### src/rtl/seg7_scan_display_pkg.sv
// rtl/seg7_scan_display_pkg.sv - shared FSM states and 7-segment pattern constants
// Purpose: state encoding for the scan FSM and the active-high {g,f,e,d,c,b,a}
//          glyph patterns used by the decoder.
// Ports:   none (package)
package seg7_scan_display_pkg;

  typedef enum logic [1:0] {
    S_IDLE  = 2'd0,
    S_BLANK = 2'd1,
    S_SHOW  = 2'd2
  } state_t;

  localparam logic [6:0] SEG_0     = 7'b0111111;
  localparam logic [6:0] SEG_1     = 7'b0000110;
  localparam logic [6:0] SEG_2     = 7'b1011011;
  localparam logic [6:0] SEG_3     = 7'b1001111;
  localparam logic [6:0] SEG_4     = 7'b1100110;
  localparam logic [6:0] SEG_5     = 7'b1101101;
  localparam logic [6:0] SEG_6     = 7'b1111101;
  localparam logic [6:0] SEG_7     = 7'b0000111;
  localparam logic [6:0] SEG_8     = 7'b1111111;
  localparam logic [6:0] SEG_9     = 7'b1101111;
  localparam logic [6:0] SEG_BLANK = 7'b0000000;

  // Code fed to the decoder for a digit hidden by leading-zero suppression.
  localparam logic [3:0] CODE_BLANK = 4'hF;

endpackage

### src/rtl/seg7_scan_display_decoder.sv
// rtl/seg7_scan_display_decoder.sv - BCD code to active-high 7-segment pattern
// Purpose: purely combinational glyph lookup; codes 10..15 render dark.
// Ports:
//   i_Code     in  4  BCD digit code
//   o_Pattern  out 7  active-high {g,f,e,d,c,b,a}
module seg7_scan_display_decoder (
  input  logic [3:0] i_Code,
  output logic [6:0] o_Pattern
);
  import seg7_scan_display_pkg::*;

  always_comb begin
    o_Pattern = SEG_BLANK;
    case (i_Code)
      4'd0:    o_Pattern = SEG_0;
      4'd1:    o_Pattern = SEG_1;
      4'd2:    o_Pattern = SEG_2;
      4'd3:    o_Pattern = SEG_3;
      4'd4:    o_Pattern = SEG_4;
      4'd5:    o_Pattern = SEG_5;
      4'd6:    o_Pattern = SEG_6;
      4'd7:    o_Pattern = SEG_7;
      4'd8:    o_Pattern = SEG_8;
      4'd9:    o_Pattern = SEG_9;
      default: o_Pattern = SEG_BLANK;
    endcase
  end

endmodule

### src/rtl/seg7_scan_display.sv
// rtl/seg7_scan_display.sv - multiplexed common-anode 7-segment scanner
// Purpose: snapshots BCD digits once per frame and scans them one slot at a
//          time, each slot starting with a dark gap to avoid ghosting.
// Ports:
//   i_Clock        in  1           system clock
//   i_Reset_n      in  1           async active-low reset
//   i_Enable       in  1           1 = scanning, 0 = dark
//   i_Digits       in  4*c_DIGITS  BCD digits, digit k at [4k+3:4k]
//   i_Dot_Mask     in  c_DIGITS    per-digit decimal point
//   i_Blank_Zero   in  1           suppress leading zeros
//   o_Segments     out 7           segment drive {g,f,e,d,c,b,a}
//   o_Dot          out 1           decimal-point drive
//   o_Anodes       out c_DIGITS    digit select
//   o_Frame_Start  out 1           pulse on each new snapshot
module seg7_scan_display #(
  parameter int c_DIGITS         = 4,
  parameter int c_SCAN_DIV       = 25000,
  parameter int c_BLANK_CYCLES   = 16,
  parameter int c_SEG_ACTIVE_LOW = 1,
  parameter int c_AN_ACTIVE_LOW  = 1
) (
  input  logic                    i_Clock,
  input  logic                    i_Reset_n,
  input  logic                    i_Enable,
  input  logic [4*c_DIGITS-1:0]   i_Digits,
  input  logic [c_DIGITS-1:0]     i_Dot_Mask,
  input  logic                    i_Blank_Zero,
  output logic [6:0]              o_Segments,
  output logic                    o_Dot,
  output logic [c_DIGITS-1:0]     o_Anodes,
  output logic                    o_Frame_Start
);
  import seg7_scan_display_pkg::*;

  localparam int c_IDX_W = (c_DIGITS > 1) ? $clog2(c_DIGITS) : 1;
  localparam int c_TMR_W = $clog2(c_SCAN_DIV);

  localparam logic [6:0]          c_SEG_OFF = (c_SEG_ACTIVE_LOW != 0) ? 7'h7F : 7'h00;
  localparam logic                c_DOT_OFF = (c_SEG_ACTIVE_LOW != 0);
  localparam logic [c_DIGITS-1:0] c_AN_OFF  = (c_AN_ACTIVE_LOW != 0) ? {c_DIGITS{1'b1}} : '0;

  state_t                  r_state;
  logic [c_TMR_W-1:0]      r_timer;
  logic [c_IDX_W-1:0]      r_index;
  logic [4*c_DIGITS-1:0]   r_digits;
  logic [c_DIGITS-1:0]     r_dots;
  logic [c_DIGITS-1:0]     r_zero_mask;
  logic [6:0]              r_segments;
  logic                    r_dot;
  logic [c_DIGITS-1:0]     r_anodes;
  logic                    r_frame_start;

  logic                    w_blank_end;
  logic                    w_slot_end;
  logic                    w_last_slot;
  logic                    w_snap;
  logic [3:0]              w_sel_code;
  logic                    w_sel_dot;
  logic                    w_sel_blank;
  logic [c_DIGITS-1:0]     w_an_sel;
  logic [c_DIGITS-1:0]     w_zero_mask;
  logic                    w_upper_zero;
  logic [3:0]              w_code;
  logic [6:0]              w_pattern;
  logic [6:0]              w_seg_lit;
  logic                    w_dot_lit;
  logic [c_DIGITS-1:0]     w_an_lit;

  // The timer runs across the whole slot: dark for the first c_BLANK_CYCLES
  // counts, lit for the rest.
  assign w_blank_end = (r_timer == c_TMR_W'(c_BLANK_CYCLES - 1));
  assign w_slot_end  = (r_timer == c_TMR_W'(c_SCAN_DIV - 1));
  assign w_last_slot = (r_index == c_IDX_W'(c_DIGITS - 1));

  // A snapshot accompanies every entry into slot 0's blank phase.
  assign w_snap = i_Enable &&
                  ((r_state == S_IDLE) || (r_state == S_SHOW && w_slot_end && w_last_slot));

  always_comb begin
    w_sel_code  = 4'h0;
    w_sel_dot   = 1'b0;
    w_sel_blank = 1'b0;
    w_an_sel    = '0;
    for (int k = 0; k < c_DIGITS; k++) begin
      if (r_index == c_IDX_W'(k)) begin
        w_sel_code  = r_digits[4*k +: 4];
        w_sel_dot   = r_dots[k];
        w_sel_blank = r_zero_mask[k];
        w_an_sel[k] = 1'b1;
      end
    end
  end

  // Digit k is suppressed when it and all higher digits are zero; digit 0 never is.
  always_comb begin
    w_zero_mask  = '0;
    w_upper_zero = 1'b1;
    for (int k = c_DIGITS - 1; k >= 1; k--) begin
      w_upper_zero   = w_upper_zero & (i_Digits[4*k +: 4] == 4'h0);
      w_zero_mask[k] = i_Blank_Zero & w_upper_zero;
    end
  end

  assign w_code = w_sel_blank ? CODE_BLANK : w_sel_code;

  seg7_scan_display_decoder u_decoder (
    .i_Code    (w_code),
    .o_Pattern (w_pattern)
  );

  assign w_seg_lit = (c_SEG_ACTIVE_LOW != 0) ? ~w_pattern : w_pattern;
  assign w_dot_lit = (c_SEG_ACTIVE_LOW != 0) ? ~w_sel_dot : w_sel_dot;
  assign w_an_lit  = (c_AN_ACTIVE_LOW != 0)  ? ~w_an_sel  : w_an_sel;

  always_ff @(posedge i_Clock or negedge i_Reset_n) begin
    if (!i_Reset_n) begin
      r_digits    <= '0;
      r_dots      <= '0;
      r_zero_mask <= '0;
    end else if (w_snap) begin
      r_digits    <= i_Digits;
      r_dots      <= i_Dot_Mask;
      r_zero_mask <= w_zero_mask;
    end
  end

  always_ff @(posedge i_Clock or negedge i_Reset_n) begin
    if (!i_Reset_n) begin
      r_state       <= S_IDLE;
      r_timer       <= '0;
      r_index       <= '0;
      r_segments    <= c_SEG_OFF;
      r_dot         <= c_DOT_OFF;
      r_anodes      <= c_AN_OFF;
      r_frame_start <= 1'b0;
    end else begin
      r_frame_start <= w_snap;
      if (!i_Enable) begin
        r_state    <= S_IDLE;
        r_timer    <= '0;
        r_index    <= '0;
        r_segments <= c_SEG_OFF;
        r_dot      <= c_DOT_OFF;
        r_anodes   <= c_AN_OFF;
      end else begin
        case (r_state)
          S_IDLE: begin
            r_state    <= S_BLANK;
            r_timer    <= '0;
            r_index    <= '0;
            r_segments <= c_SEG_OFF;
            r_dot      <= c_DOT_OFF;
            r_anodes   <= c_AN_OFF;
          end
          S_BLANK: begin
            r_timer <= r_timer + c_TMR_W'(1);
            if (w_blank_end) begin
              r_state    <= S_SHOW;
              r_segments <= w_seg_lit;
              r_dot      <= w_dot_lit;
              r_anodes   <= w_an_lit;
            end
          end
          S_SHOW: begin
            if (w_slot_end) begin
              r_state    <= S_BLANK;
              r_timer    <= '0;
              r_index    <= w_last_slot ? '0 : r_index + c_IDX_W'(1);
              r_segments <= c_SEG_OFF;
              r_dot      <= c_DOT_OFF;
              r_anodes   <= c_AN_OFF;
            end else begin
              r_timer <= r_timer + c_TMR_W'(1);
            end
          end
          default: begin
            r_state    <= S_IDLE;
            r_timer    <= '0;
            r_index    <= '0;
            r_segments <= c_SEG_OFF;
            r_dot      <= c_DOT_OFF;
            r_anodes   <= c_AN_OFF;
          end
        endcase
      end
    end
  end

  assign o_Segments    = r_segments;
  assign o_Dot         = r_dot;
  assign o_Anodes      = r_anodes;
  assign o_Frame_Start = r_frame_start;

endmodule
### config.mk
export PLATFORM = sky130hd
export DESIGN_NAME = seg7_scan_display
export DESIGN_NICKNAME = d
export VERILOG_FILES = /design/src/rtl/seg7_scan_display_pkg.sv /design/src/rtl/seg7_scan_display_decoder.sv /design/src/rtl/seg7_scan_display.sv
export SDC_FILE = /design/constraint.sdc
export NUM_CORES = 1
export LEC_CHECK = 0
export ABC_AREA = 1
export BUFFER_PORTS_ARGS = -buffer_cell sky130_fd_sc_hd__buf_2
export CAP_MARGIN = 20
export CORE_MARGIN = 5
export CORE_UTILIZATION = 51
export DETAILED_ROUTE_END_ITERATION = 12
export PLACE_DENSITY = 0.74
export SKIP_LAST_GASP = 1
export SYNTH_ARGS = -nofsm -noshare
export SYNTH_HDL_FRONTEND = slang
export SYNTH_SLANG_ARGS = --single-unit
### constraint.sdc
create_clock -name i_Clock -period 2 [get_ports i_Clock]
set_input_delay 0.1 -clock i_Clock [delete_from_list [all_inputs] [get_ports i_Clock]]
set_output_delay 0.1 -clock i_Clock [all_outputs]
set_load 0.01 [all_outputs]
==> results of run 1 <==
[cells by family (layout without fill, tap and decap cells)]
logic type | after synthesis | count (layout)
simple gates | 226 | 226
compound gates | 33 | 33
flops | 55 | 55
xor+xnor | 6 | 6
buf+inv | 56 | 141
fa+ha+maj | 14 | 14
[Yosys cell counts (2+ instances only)]
| cell | instances |
|---|---|
| a21oi_1 | 13 |
| buf_2 | 3 |
| buf_6 | 3 |
| dfrtp_1 | 43 |
| dfstp_2 | 12 |
| ha_1 | 14 |
| inv_1 | 44 |
| inv_2 | 3 |
| nand2_1 | 120 |
| nand2_2 | 2 |
| nand2_4 | 5 |
| nand3_1 | 29 |
| nand3b_1 | 2 |
| nand4_1 | 4 |
| nor2_1 | 51 |
| nor2_2 | 5 |
| nor2_4 | 2 |
| nor3_1 | 3 |
| o21ai_0 | 7 |
| o21ai_2 | 9 |
| xor2_1 | 5 |
[through the flow]
step | hold slack (ns) | utilization, % | setup WS [ns] | std cells
floorplan | -0.1956 | - | 0.009797 | 390
global placement | 0.1214 | 58.89 | -0.03109 | 515
detailed placement | 0.1106 | 58.89 | -0.1233 | 515
CTS | 0.002103 | 64.35 | 0.002598 | 541
global route | 0.004734 | 67.54 | -0.2001 | 550
finish | 0.0008914 | 67.54 | -0.06544 | 550
[worst max-delay path by stage]
stage | startpoint | endpoint | cells after the start
after floorplan | r_index[0] | o_Segments[3] | 16
after global placement | r_index[1] | o_Segments[0] | 15
after detailed placement | r_index[0] | o_Segments[3] | 15
after CTS | r_index[1] | o_Segments[3] | 14
after global routing | r_index[0] | o_Segments[0] | 15
final | r_index[1] | o_Segments[0] | 16
[per-layer routing]
metal | global-route usage [%] | wire [um] | up-vias
li1 | - | - | 1377
met1 | 24.25 | 3308 | 1266
met2 | 33.08 | 3545 | 44
met3 | 3.293 | 224 | 9
met4 | 4.742 | 87 | 0
met5 | 0 | 0 | -
[worst max-delay path: stages, from the launching register on]
cell,delay [ns]
dfrtp_2,0.50
inv_4,0.10
ha_4,0.19
nand3_2,0.09
nand2_2,0.08
nand2_2,0.07
inv_2,0.11
nor2_4,0.06
buf_4,0.12
buf_4,0.12
ha_1,0.18
inv_1,0.05
nand2_1,0.05
nand3_1,0.09
nand3_1,0.08
nand2_1,0.08
inv_1,0.03
[area by class of cell]
type                       count  share of cell area, %
inverter                      48                  4.847
timing repair buffer          85                  15.23
multi-input combinational    279                  39.72
clock buffer                   6                  1.826
tap                           75                  2.361
sequential                    55                  35.06
clock inverter                 2                 0.9443
[power by group through the flow]
stage                     Sequential [mW]  Combinational [mW]  Clock, mW
after detailed placement             1.51                1.48          0
after CTS                            1.49                1.58      0.757
after global placement               1.50                1.43          0
after floorplan                      1.46                1.10          0
after global routing                 1.52                2.04      0.819
final                                1.49                1.85      0.748
[registers in the layout (all words and copies together), names as in the netlist]
register and count:
o_Anodes 4, o_Dot 1, o_Frame_Start 1, o_Segments 7, r_digits 16, r_dots 4, r_index 2, r_state 2
r_timer 15, r_zero_mask 3
[timing repair]
item	in CTS	in global routing
pin swaps	1	17
endpoints found under the hold margin	57	0
setup endpoints to repair	6	7
gates cloned	0	0
buffers inserted	3	9
hold buffers	15	0
resized for setup	12	31
==> run_results.csv, run 1 <==
group,metric,value,unit
min_path,holdCritStartpoint,"i_Digits[7]",
placement,gp_congestion,0.8678,
routing,drt_iter0_drc,129,
synth,yosys.area_share.simple,32.12,%
min_path,hold_end,"r_digits[7]",
timing,finClkSkew,0.01741,ns
clock_network,cts.sinks,55,
routing,drt-total-wl,7165,um
timing,setup_viol,2,
setup_path,startpoint_type,"flop",
timing,setup_slack,-0.06544,ns
floorplan,die_h,87.78,um
timing,max-slew-margin-rel,70.67,%
status,violations,"negative setup slack",
final_layout,multi_input_area,1579,um^2
timing,max_freq,484.2,MHz
power,pwr-share-clk,18.3,%
placement,dp_hpwl,4623,um
final_layout,n_antenna_cell,0,
min_path,hold_depth,3,
floorplan,rows,28,
status,status,"finished, violations left",
job,cap_violations,0,
clock_network,root_buffer,"clkbuf_8",
setup_path,reg2reg_to,"o_Segments[0]",
power,power,4.092,mW
routing,drc,0,
global_route,grt_pass1_wl,11720,um
setup_path,end_kind,"flop",
setup_path,cp_data_required_time,2.26,ns
routing,ant_nets,0,
clock_network,clk_latency,0.32,ns
power,p_per_area,1029,nW/um^2
synth,synth-compound-area-share,6.934,%
floorplan,die_area,7705,um^2
synth,avgSynthCellArea,7.911,um^2
power,switching_share,39.00,%
final_layout,fill_cells,469,
routing,vias,2696,
synth,synth_top_area_cell,"dfrtp_1",
global_route,track_usage,18.90,%
synth,syn-cell-area,3085,um^2
setup_path,ff2ff_path_depth,16,
setup_path,regToRegStartpoint,"r_index[1]",
setup_path,r2r_setup_slack,-0.07,ns
power,max-vdd-ir-drop,583.9,uV
power,power_frac_comb,45.2,%
clock_network,clk_path_buf_depth,2,
placement,place_area,3466,um^2
floorplan,die_w,87.78,um
synth,synthMuxAreaShare,0,%
clock_network,cts_tree,"yes",
power,switchingPower,1.596,mW
final_layout,regArea,1394,um^2
floorplan,coreArea,5886,um^2
placement,io_buffers,36,
floorplan,start_util,52.42,%
routing,drtPass1Iterations,4,
final_layout,mostFrequentLayoutCells,"nand2_1 (113), nor2_1 (47), dfrtp_1 (41)",
final_layout,fin_nets,512,
final_layout,layout-drive-gt1-share,31.37,%
global_route,grt_max_degree,56,
global_route,grt_pass1_vias,2621,
timing,worst_pin_slew,0.4360,ns
synth,post_synth_num_cell_types,32,
setup_path,criticalPathCategory,"reg -> reg",
synth,ys_ff_latch,55,
synth,synth_cells,390,
power,power.leakage,1.920,nW
timing,slew_violations,0,
final_layout,final_common_cell,"nand2_1",
timing,final.setup.tns,-0.08695,ns
synth,synth_top_flop_cell,"dfrtp_1",
final_layout,stdcell_area,3975,um^2
synth,synthArstFlopShare,100.0,%
clock_network,cts_max_level,2,
timing,fin_crit_sh,103.3,%
timing,rsz0062_at_grt,"true",
synth,synth_top_area_share,34.87,%
global_route,antenna_found_initial,0,
timing,hold_violations,0,
clock_network,clk_pin_slew,0.11,ns
routing,viasPerCell,4.902,
synth,synth-xor-area-share,1.703,%
power,internal_power,2.496,mW
synth,synth_top_family_by_area,"simple AND/OR/NAND/NOR gates",
setup_path,path_max_fanout,6,
synth,seq_area_frac_synth,45.09,%
global_route,overflow,0,
setup_path,worstPathArrival,2.32,ns
min_path,hp-class,"in -> reg",
synth,syn-num-nets,428,
floorplan,io_pins,37,
clock_network,cts_made_buffers,5,
timing,fin_crit,2.065,ns
power,p_seq_share,36.5,%
synth,yosysWarnings,0,
synth,synth_area_leaders,"dfrtp_1 (35%), nand2_1 (15%), dfstp_2 (10%)",
final_layout,area_delta_synth_final,28.83,%
synth,synthAdderAreaFrac,5.677,%
routing,wire_per_inst,13.03,um
synth,synth-edff-count,0,
Note: power is estimated with default switching activity, not from simulation.
==> run 2: changes to the inputs <==
RECOVER_POWER = 25   (was unset)
==> run 2 against run 1 <==
Compared with the run above: die area stayed put; setup slack hardly changed; fmax is essentially flat; largest cell class unchanged; sequential power barely moved; the flow still finishes with violations (negative setup slack); count of clock-buffer cells in the layout unchanged; via count about the same; non-clock buffer count stayed put; sequential share of layout area up 0.13 points; clock power is essentially flat.
==> run_results.csv, run 2 (synthesized netlist as in run 1, its figures left out) <==
group,metric,value,unit
floorplan,rows,28,
clock_network,cts_tree,"yes",
final_layout,final_common_cell,"nand2_1",
final_layout,n_antenna_cell,0,
timing,hold_violations,0,
power,max-vdd-ir-drop,583.9,uV
routing,drtPass1Iterations,4,
power,power.leakage,1.915,nW
min_path,hp-class,"in -> reg",
final_layout,largest_reg_flops,16,
global_route,grt_pass1_wl,11720,um
job,cap_violations,0,
routing,drt_iter0_drc,129,
floorplan,die_area,7705,um^2
setup_path,criticalPathCategory,"reg -> reg",
timing,fin_crit,2.065,ns
floorplan,start_util,52.42,%
clock_network,root_buffer,"clkbuf_8",
clock_network,cts.sinks,55,
min_path,holdCritStartpoint,"i_Digits[7]",
timing,fin_crit_sh,103.3,%
routing,drc,0,
global_route,grt_max_degree,56,
setup_path,end_kind,"flop",
timing,final.setup.tns,-0.08654,ns
global_route,met2_usage,33.08,%
clock_network,clk_latency,0.32,ns
global_route,grt.busiest_layer,"met2",
final_layout,top_register,"r_digits",
status,status,"finished, violations left",
status,violations,"negative setup slack",
timing,slew_violations,0,
final_layout,mostFrequentLayoutCells,"nand2_1 (113), nor2_1 (47), dfrtp_1 (41)",
final_layout,fill_cells,471,
routing,drt-total-wl,7176,um
power,power,4.089,mW
timing,setup_slack,-0.06523,ns
setup_path,startpoint_type,"flop",
placement,io_buffers,36,
global_route,track_usage,18.90,%
setup_path,worstPathArrival,2.32,ns
final_layout,area_delta_synth_final,28.35,%
global_route,grt_pass1_vias,2621,
setup_path,cp_data_required_time,2.26,ns
floorplan,die_h,87.78,um
setup_path,path_max_fanout,6,
routing,vias,2694,
global_route,grtUsageMet1,24.25,%
timing,rsz0062_at_grt,"true",
global_route,antenna_found_initial,0,
setup_path,regToRegStartpoint,"r_index[1]",
final_layout,layout-drive-gt1-share,31.37,%
power,p_per_area,1033,nW/um^2
floorplan,coreArea,5886,um^2
timing,setup_viol,2,
final_layout,fin_nets,512,
timing,max-slew-margin-rel,9.724,%
clock_network,cts_made_buffers,5,
routing,wire_per_inst,13.05,um
floorplan,die_w,87.78,um
clock_network,cts_max_level,2,
clock_network,clk_pin_slew,0.11,ns
clock_network,clk_path_buf_depth,2,
placement,gp_congestion,0.8678,
timing,finClkSkew,0.01782,ns
routing,viasPerCell,4.898,
placement,dp_hpwl,4623,um
global_route,gr-usage-met3,3.293,%
setup_path,startpoint,"r_index[1]",
global_route,overflow,0,
timing,worst_pin_slew,1.354,ns
timing,max_freq,484.2,MHz
routing,ant_nets,0,
floorplan,io_pins,37,
-- run 2: repair_timing --
action                     CTS  global route
hold buffers                15             0
resized for setup           12            31
pin swaps                    1            17
setup buffers                3             9
hold endpoints to repair    57             0
setup endpoints to repair    6             7
-- run 2: cell type report --
cell class / count / area (um^2) / area share (%)
flip-flops and latches: 55 / 1394 / 35.20
inverters: 48 / 192.7 / 4.866
well taps: 75 / 93.84 / 2.370
repair buffers: 85 / 590.6 / 14.91
multi-input cells: 279 / 1579 / 39.87
clock inverters: 2 / 37.54 / 0.9479
clock buffers: 6 / 72.57 / 1.833
-- run 2: report_power, final --
part           switching (mW)  internal, mW  total [mW]
clock                   0.375         0.374       0.749
combinational            1.07         0.774        1.85
sequential              0.150          1.34        1.49
-- run 2: routing by layer --
| metal | vias up | share of wire [%] |
|---|---|---|
| li1 | 1376 | - |
| met1 | 1266 | 46 |
| met2 | 43 | 50 |
| met3 | 9 | 3.2 |
| met4 | 0 | 1.2 |
| met5 | - | 0 |
-- run 2: critical path, stage by stage (launching register included) --
cell	delay, ns
dfrtp_2	0.50
inv_4	0.10
ha_4	0.19
nand3_2	0.09
nand2_2	0.08
nand2_2	0.07
inv_2	0.11
nor2_4	0.06
buf_4	0.12
buf_4	0.12
ha_1	0.18
inv_1	0.05
nand2_1	0.05
nand3_1	0.09
nand3_1	0.08
nand2_1	0.08
inv_1	0.03
-- run 2: metrics by stage --
step                      cells  setup WS (ns)  instance area (um^2)  utilization (%)  hold WS, ns
after global placement      515       -0.03109                  3466            58.89       0.1214
after detailed placement    515        -0.1233                  3466            58.89       0.1106
after floorplan             390       0.009797                  3090                -      -0.1956
after global routing        550        -0.2001                  3960            67.28     0.004734
final                       550       -0.06523                  3960            67.28    0.0008586
after CTS                   541       0.002598                  3787            64.35     0.002103
-- run 2: final timing paths --
path | cells after the start | slack, ns | end
max in group asynchronous | 3 | 0.41 | r_index[0]
hold / removal | 3 | 0.0009 | r_digits[7]
setup / recovery | 16 | -0.07 | o_Segments[0]
hold reg to reg | 2 | 0.48 | r_digits[14]
min in group asynchronous | 3 | 0.69 | r_timer[5]
setup reg to reg | 16 | -0.07 | o_Segments[0]
